**src/rtl/regfile_if.sv**
```systemverilog
// Register-file port bundle: one write-back port from MEM/WB and two ID-stage read ports.
// The master side drives requests; the regfile (slave) returns combinational read data.
interface regfile_if #(
    parameter int DATA_W = 32,
    parameter int ADDR_W = 5
);
    logic              w_enable;
    logic [ADDR_W-1:0] w_addr;
    logic [DATA_W-1:0] w_data;

    logic              r1_enable;
    logic [ADDR_W-1:0] r1_addr;
    logic [DATA_W-1:0] r1_data;

    logic              r2_enable;
    logic [ADDR_W-1:0] r2_addr;
    logic [DATA_W-1:0] r2_data;

    modport master (
        output w_enable, w_addr, w_data,
        output r1_enable, r1_addr,
        output r2_enable, r2_addr,
        input  r1_data, r2_data
    );

    modport slave (
        input  w_enable, w_addr, w_data,
        input  r1_enable, r1_addr,
        input  r2_enable, r2_addr,
        output r1_data, r2_data
    );
endinterface

```
**src/rtl/regfile.sv**
```systemverilog
// RV32I integer register file: 32 x 32-bit, x0 hardwired to zero, two combinational
// read ports with same-cycle write-to-read bypass, writes gated by the global rdy.
module regfile #(
    parameter int DATA_W   = 32,
    parameter int ADDR_W   = 5,
    parameter int NUM_REGS = 2**ADDR_W
) (
    input  logic     clk,
    input  logic     rst,
    input  logic     rdy,
    regfile_if.slave bus
);

    logic [DATA_W-1:0] regs [NUM_REGS];

    // Entry 0 is never written, so it stays at its reset value of zero.
    always_ff @(posedge clk or posedge rst) begin
        if (rst) begin
            regs <= '{default: '0};
        end else if (rdy && bus.w_enable && (bus.w_addr != '0)) begin
            regs[bus.w_addr] <= bus.w_data;
        end
    end

    // Bypass deliberately ignores rdy: ID sees the write-port inputs even while storage is frozen.
    function automatic logic [DATA_W-1:0] read_port(
        input logic              reset,
        input logic              enable,
        input logic [ADDR_W-1:0] addr,
        input logic              wen,
        input logic [ADDR_W-1:0] waddr,
        input logic [DATA_W-1:0] wdata,
        input logic [DATA_W-1:0] stored
    );
        logic [DATA_W-1:0] value;
        value = '0;
        if (!reset && enable && (addr != '0)) begin
            if (wen && (waddr == addr)) begin
                value = wdata;
            end else begin
                value = stored;
            end
        end
        return value;
    endfunction

    always_comb begin
        bus.r1_data = '0;
        bus.r1_data = read_port(rst, bus.r1_enable, bus.r1_addr,
                                bus.w_enable, bus.w_addr, bus.w_data,
                                regs[bus.r1_addr]);
    end

    always_comb begin
        bus.r2_data = '0;
        bus.r2_data = read_port(rst, bus.r2_enable, bus.r2_addr,
                                bus.w_enable, bus.w_addr, bus.w_data,
                                regs[bus.r2_addr]);
    end

endmodule

```
**src/flat_wrapper.sv**
```systemverilog
// flat-port wrapper written by rule: the top's interface ports become plain ports
module regfile_flat 
#(
    parameter int DATA_W   = 32,
    parameter int ADDR_W   = 5,
    parameter int NUM_REGS = 2**ADDR_W
)
  (clk, rst, rdy, bus_w_enable, bus_w_addr, bus_w_data, bus_r1_enable, bus_r1_addr, bus_r2_enable, bus_r2_addr, bus_r1_data, bus_r2_data);
  regfile_if #(.DATA_W(DATA_W), .ADDR_W(ADDR_W)) bus_i ();
  input  logic clk;
  input  logic rst;
  input  logic rdy;
  input wire logic [$bits(bus_i.w_enable)-1:0] bus_w_enable;
  input wire logic [$bits(bus_i.w_addr)-1:0] bus_w_addr;
  input wire logic [$bits(bus_i.w_data)-1:0] bus_w_data;
  input wire logic [$bits(bus_i.r1_enable)-1:0] bus_r1_enable;
  input wire logic [$bits(bus_i.r1_addr)-1:0] bus_r1_addr;
  input wire logic [$bits(bus_i.r2_enable)-1:0] bus_r2_enable;
  input wire logic [$bits(bus_i.r2_addr)-1:0] bus_r2_addr;
  output wire logic [$bits(bus_i.r1_data)-1:0] bus_r1_data;
  output wire logic [$bits(bus_i.r2_data)-1:0] bus_r2_data;
  assign bus_i.w_enable = bus_w_enable;
  assign bus_i.w_addr = bus_w_addr;
  assign bus_i.w_data = bus_w_data;
  assign bus_i.r1_enable = bus_r1_enable;
  assign bus_i.r1_addr = bus_r1_addr;
  assign bus_i.r2_enable = bus_r2_enable;
  assign bus_i.r2_addr = bus_r2_addr;
  assign bus_r1_data = bus_i.r1_data;
  assign bus_r2_data = bus_i.r2_data;
  regfile #(.DATA_W(DATA_W), .ADDR_W(ADDR_W), .NUM_REGS(NUM_REGS)) u_core (.clk(clk), .rst(rst), .rdy(rdy), .bus(bus_i));
endmodule
```
**config.mk**
```make
export PLATFORM = sky130hd
export DESIGN_NAME = regfile_flat
export DESIGN_NICKNAME = d
export VERILOG_FILES = /design/src/rtl/regfile_if.sv /design/src/rtl/regfile.sv /design/src/flat_wrapper.sv
export SDC_FILE = /design/constraint.sdc
export NUM_CORES = 2
export LEC_CHECK = 0
export CORE_UTILIZATION = 60
export CTS_BUF_LIST = sky130_fd_sc_hd__clkbuf_16
export CTS_CLUSTER_DIAMETER = 50
export DETAILED_ROUTE_END_ITERATION = 12
export PLACE_DENSITY = 0.73
export SETUP_SLACK_MARGIN = 0.1
export SYNTH_ARGS = -nofsm -noshare
export SYNTH_HDL_FRONTEND = slang
export SYNTH_SLANG_ARGS = --single-unit
```
**constraint.sdc**
```tcl
create_clock -name clk -period 67.8 [get_ports clk]
set_input_delay 13.56 -clock clk [delete_from_list [all_inputs] [get_ports clk]]
set_output_delay 13.56 -clock clk [all_outputs]
set_load 0.005 [all_outputs]
```
# Yosys cells after proc, flatten, opt, wreduce, memory -nomap -nowiden
# Cells that the tools add are included.
# W data, S select, Z words.
[op_classes]
magnitude_cmp = 4
eq_ne = 2
muxes = 13
bitwise_logic = 3
n_reduce_logical = 13
[op_table]
columns = ["op", "n"]
rows = [
  ["$bwmux W1024", 1],
  ["$bmux W32 S5", 2],
  ["$mux W32", 9],
  ["$demux W32 S5", 1],
  ["$ge A6 B6 Y1 const B", 3],
  ["$not A5 Y6", 3],
  ["$reduce_bool A5 Y1", 3],
  ["$eq A5 B5 Y1", 2],
  ["$logic_and A1 B1 Y1", 9],
  ["$lt A6 B1 Y1 const B", 1],
  ["$logic_not A1 Y1", 1],
]
[word_totals]
register_bits = 1024
input_bits = 53
wordCells = 67

# Logic depth before layout (Yosys ltp)
[depth]
depth_word = 6
depth_mapped = 9
mapped_depth_nobuf = 5

# Worst setup path before layout
# OpenSTA, ideal clock, no wires.
[synth_timing]
path_type = "in2out"
start = "in rst"
end = "out bus_r2_data[0]"
arrival_time_ps = 37137
path_slack_ps = 17103
path_stages = 5
cell_sequence = "inv_1 nand2_1 nor4_1 clkbuf_1 a32o_1"
[synth_via]
elab_chain_cells = 4
[synth_rtl]
columns = ["element", "line", "text"]
rows = [
  ["start: declaration", "flat_wrapper.sv:11", "input logic rst;"],
  ["$logic_not A1 Y1", "regfile.sv:37", "if (!reset && enable && (addr != '0)) begin"],
  ["$logic_and A1 B1 Y1 (2 in series)", "regfile.sv:37", ""],
  ["$mux W32", "regfile.sv:37", ""],
  ["end: declaration", "flat_wrapper.sv:21", "output wire logic [$bits(bus_i.r2_data)-1:0] bus_r2_data;"],
]
# No other way between the ends.

# Worst setup path in the final report
[layout_timing]
start = "in bus_r2_addr[0]"
end = "out bus_r2_data[8]"
[layout_via]
elab_chain_cells = 6
elab_cells_between_ends = 10
classes_between = "1 x eq/ne; 5 x mux; 1 x bitwise; 3 x reduce/logical"
[layout_rtl]
columns = ["element", "line", "text"]
rows = [
  ["start: declaration", "flat_wrapper.sv:19", "input wire logic [$bits(bus_i.r2_addr)-1:0] bus_r2_addr;"],
  ["$not A5 Y6 (not written as such)", "regfile.sv:58", "regs[bus.r2_addr]);"],
  ["$bmux W32 S5", "regfile.sv:58", ""],
  ["$mux W32 (not written as such) (2 in series)", "regfile.sv:58", ""],
  ["$mux W32", "regfile.sv:38", "if (wen && (waddr == addr)) begin"],
  ["$mux W32 (*)", "regfile.sv:37", ""],
]
# Every way passes the cells marked *; elsewhere a longest branch is shown, timed or not. The select of a mux whose other input is x is not followed.

==> impl_metrics.csv <==
group,metric,value,unit
floorplan,fp.dieArea,0.09395,sq mm
timing,clock-skew-final,0,ps
timing,setup_viol,0,
timing,fin_ws,35850,ps
power_and_ir_drop,ir_drop,0.00002515,V
global_routing,grt_antenna_before_repair,2,
clocking,clock_sinks,1024,
logic_synthesis,synth_area_leader_cell,"dfrtp_1",
timing,hold_viol_final,0,
clocking,cts-resized-gates,0,
setup_path,crit_chain,"buf_8 > buf_4 > buf_4 > xnor2_1 > nand2_1 > or2_2 > nand2_1 > o41ai_1 > clkdlybuf4s50_1",
power_and_ir_drop,powerDensity,27.64,mW/mm^2
outcome,status,"complete, no violations",
setup_path,crit_type,"primary input to output pin",
clocking,cts_inserted_buffers,121,
clocking,cts-root-buf,"clkbuf_16",
routing,dr.first_iter.drc_count,4276,
setup_path,slowest_stage,"o41ai_1",
timing,worst_slew_pin_slew,1316,ps
setup_path,rr_endpoint,"u_core.regs[486]",
placed_design,port_buffers,116,
routing,finalWirelength,176700,um
clocking,clk_pin_slew,60,ps
floorplan,die_h,306.5,um
logic_synthesis,syn_nets,4063,
setup_path,reg2reg_depth,1,
routing,vias,37780,
routing,wl_per_cell,33.62,um
placed_design,postPlaceCellArea,0.05733,sq mm
global_routing,first_global_vias,37640,
final_layout,fin_nets,3967,
final_layout,n_fill_cell,6591,
final_layout,top_regs,"u_core.regs x1024",
setup_path,cp_slowest_stage_delay,1140,ps
global_routing,gr-usage-all-layers,37.94,%
timing,rsz0062_at_grt,"false",
logic_synthesis,synth_top_area_share,46.06,%
final_layout,design_area,0.06143,sq mm
final_layout,regMostFlops,"u_core.regs",
floorplan,start_util,60.61,%
timing,slew_violations,0,
logic_synthesis,syn_inst,4010,
setup_path,r2r-start,"u_core.regs[486]",
floorplan,coreArea,0.09180,sq mm
setup_path,start_kind,"primary input",
final_layout,utilization,66.91,%
routing,drc,0,
logic_synthesis,ys_seq_area_share,46.06,%
routing,drt_pre_antenna_iters,8,
final_layout,layout-drive-gt1-share,43.62,%
clocking,post-cts-setup-buffers,0,
timing,period_minus_slack,31950,ps
setup_path,r2r_setup_slack,66980,ps
timing,period_share,47.13,%
clocking,cts_buffer_depth,3,
final_layout,largest_reg_flops,1024,
clocking,insertion_delay,710,ps
logic_synthesis,synthArstFlopShare,100.0,%
placed_design,dpl.cell_count,5034,
placed_design,post-place-ws,35940,ps
global_routing,top_usage_layer,"met2",
global_routing,grt_max_degree,135,
floorplan,row_count,111,
routing,vias_per_cell,7.186,
logic_synthesis,synth_seq_cells,1024,
setup_path,cp_max_fo,62,
floorplan,die_x,306.5,um
logic_synthesis,yosys_warnings,0,
final_layout,n_antenna_cell,0,
logic_synthesis,synth_cell_types,53,
worst_hold_path,hold_class,"register to register",
job,cap_violations,0,
logic_synthesis,synthFlopType,"dfrtp_1",
placed_design,gp_congestion,0.8691,
setup_path,critical_path_arrival,18390,ps
setup_path,end_kind,"output pin",
global_routing,overflow,0,
setup_path,cp_data_required_time,54240,ps
global_routing,met1_usage,52.93,%
final_layout,final_common_cell,"mux2_2",
final_layout,mostFrequentLayoutCells,"mux2_2 (1084), dfrtp_1 (1024), mux2i_1 (352)",
global_routing,met2_usage,56.06,%
routing,antenna_left,0,
power_and_ir_drop,cellLeakagePower,27.90,nW
logic_synthesis,synth_edf_count,0,
setup_path,endpoint,"bus_r2_data[8]",
timing,fmax,31.30,MHz
global_routing,grt_util_met3,9.966,%
timing,setup_tns,0,ps
placed_design,dp_hpwl,101200,um
setup_path,startpoint,"bus_r2_addr[0]",
clocking,cts_hold_buf,0,
clocking,cts_tree,"built",
logic_synthesis,synth_area,0.05564,sq mm
logic_synthesis,syn_avg_cell_area,13.87,sq um
logic_synthesis,synth_area_leaders,"dfrtp_1 (46%), mux2_2 (22%), mux4_2 (12%), mux2i_1 (6.3%), a22oi_1 (1.5%)",
final_layout,syn2layout_area_growth,10.41,%
final_layout,stdcell_count,5257,
timing,relSlewSlack,11.97,%
clocking,h-tree-depth,3,
floorplan,pin_count,117,
global_routing,grt_pass1_wl,260000,um
[kinds of logic (layout without fill, tap and decap cells)]
kind of cell,Yosys count,in the layout,synth area share [%]
mux,1768,1768,41.32
buf+inv,454,458,3.902
compound gates,460,460,5.953
xor+xnor,10,10,0.1574
flops,1024,1024,46.06
simple gates,294,294,2.611
[per-stage QoR]
stage	hold WS (ps)	total power [W]
finish	399.3	0.001698
floorplan	441.3	0.0009532
CTS	400.8	0.001698
global placement	383.7	0.001019
global route	401.6	0.001754
detailed placement	384.8	0.001030
[metal layers]
| metal | wire length [um] | vias to the layer above |
|---|---|---|
| met2 | 78850 | 2117 |
| met4 | 8771 | 4 |
| li1 | - | 15160 |
| met5 | 33 | - |
| met3 | 18210 | 504 |
| met1 | 70860 | 19990 |
[worst min path at each step]
| stage | slack (ps) | cells past startpoint | start | end |
|---|---|---|---|---|
| after detailed placement | 380 | 0 | u_core.regs[1003] | u_core.regs[1003] |
| after floorplan | 440 | 1 | u_core.regs[1002] | u_core.regs[1002] |
| final | 400 | 0 | u_core.regs[1002] | u_core.regs[1002] |
| after global routing | 400 | 0 | u_core.regs[1002] | u_core.regs[1002] |
| after CTS | 400 | 0 | u_core.regs[992] | u_core.regs[992] |
| after global placement | 380 | 0 | u_core.regs[1002] | u_core.regs[1002] |
[cell usage after synthesis (5+ instances only)]
master	count
mux2_2	1084
dfrtp_1	1024
mux2i_1	352
mux4_2	302
clkbuf_1	197
buf_2	144
a22oi_1	109
nand2_1	103
o22ai_1	82
o21ai_0	59
buf_1	54
nor2_1	49
a21oi_1	41
buf_4	38
nand2b_1	38
nand4_1	34
a22o_1	31
o221ai_1	31
nand3_1	29
o22a_1	26
a32o_1	25
o211ai_1	25
mux2_1	22
buf_6	14
nor2b_1	10
xnor2_1	10
mux4_1	8
a211oi_1	6
a311oi_1	6
nor2_2	6
o41ai_1	6
a221oi_1	5
o2111ai_1	5
[layout make-up]
class                           instances  area, sq um  area share [%]
Inverter                                4        25.02         0.04074
Sequential cell                      1024        25620           41.72
Tap cell                             1243         1555           2.532
Clock inverter                         99        999.7           1.627
Clock buffer                          124         3103           5.051
Multi-Input combinational cell       2532        28070           45.70
Timing Repair Buffer                  231         2047           3.332
[critical path: cells and delay by family]
family	cells	cell delay, ps
xor gates and xnor gates	1	150
AOI/OAI and AO/OA	1	1140
and+or+nand+nor	3	750
buffers and inverters	4	2700
[power by group]
group | switching [W] | internal (W) | leakage, nW
clock | 0.000272 | 0.000400 | 2.05
sequential | 0.0000590 | 0.000691 | 13.6
combinational | 0.000125 | 0.000151 | 12.2
total | 0.000456 | 0.00124 | 27.9
(Power assumes the default switching activity.)
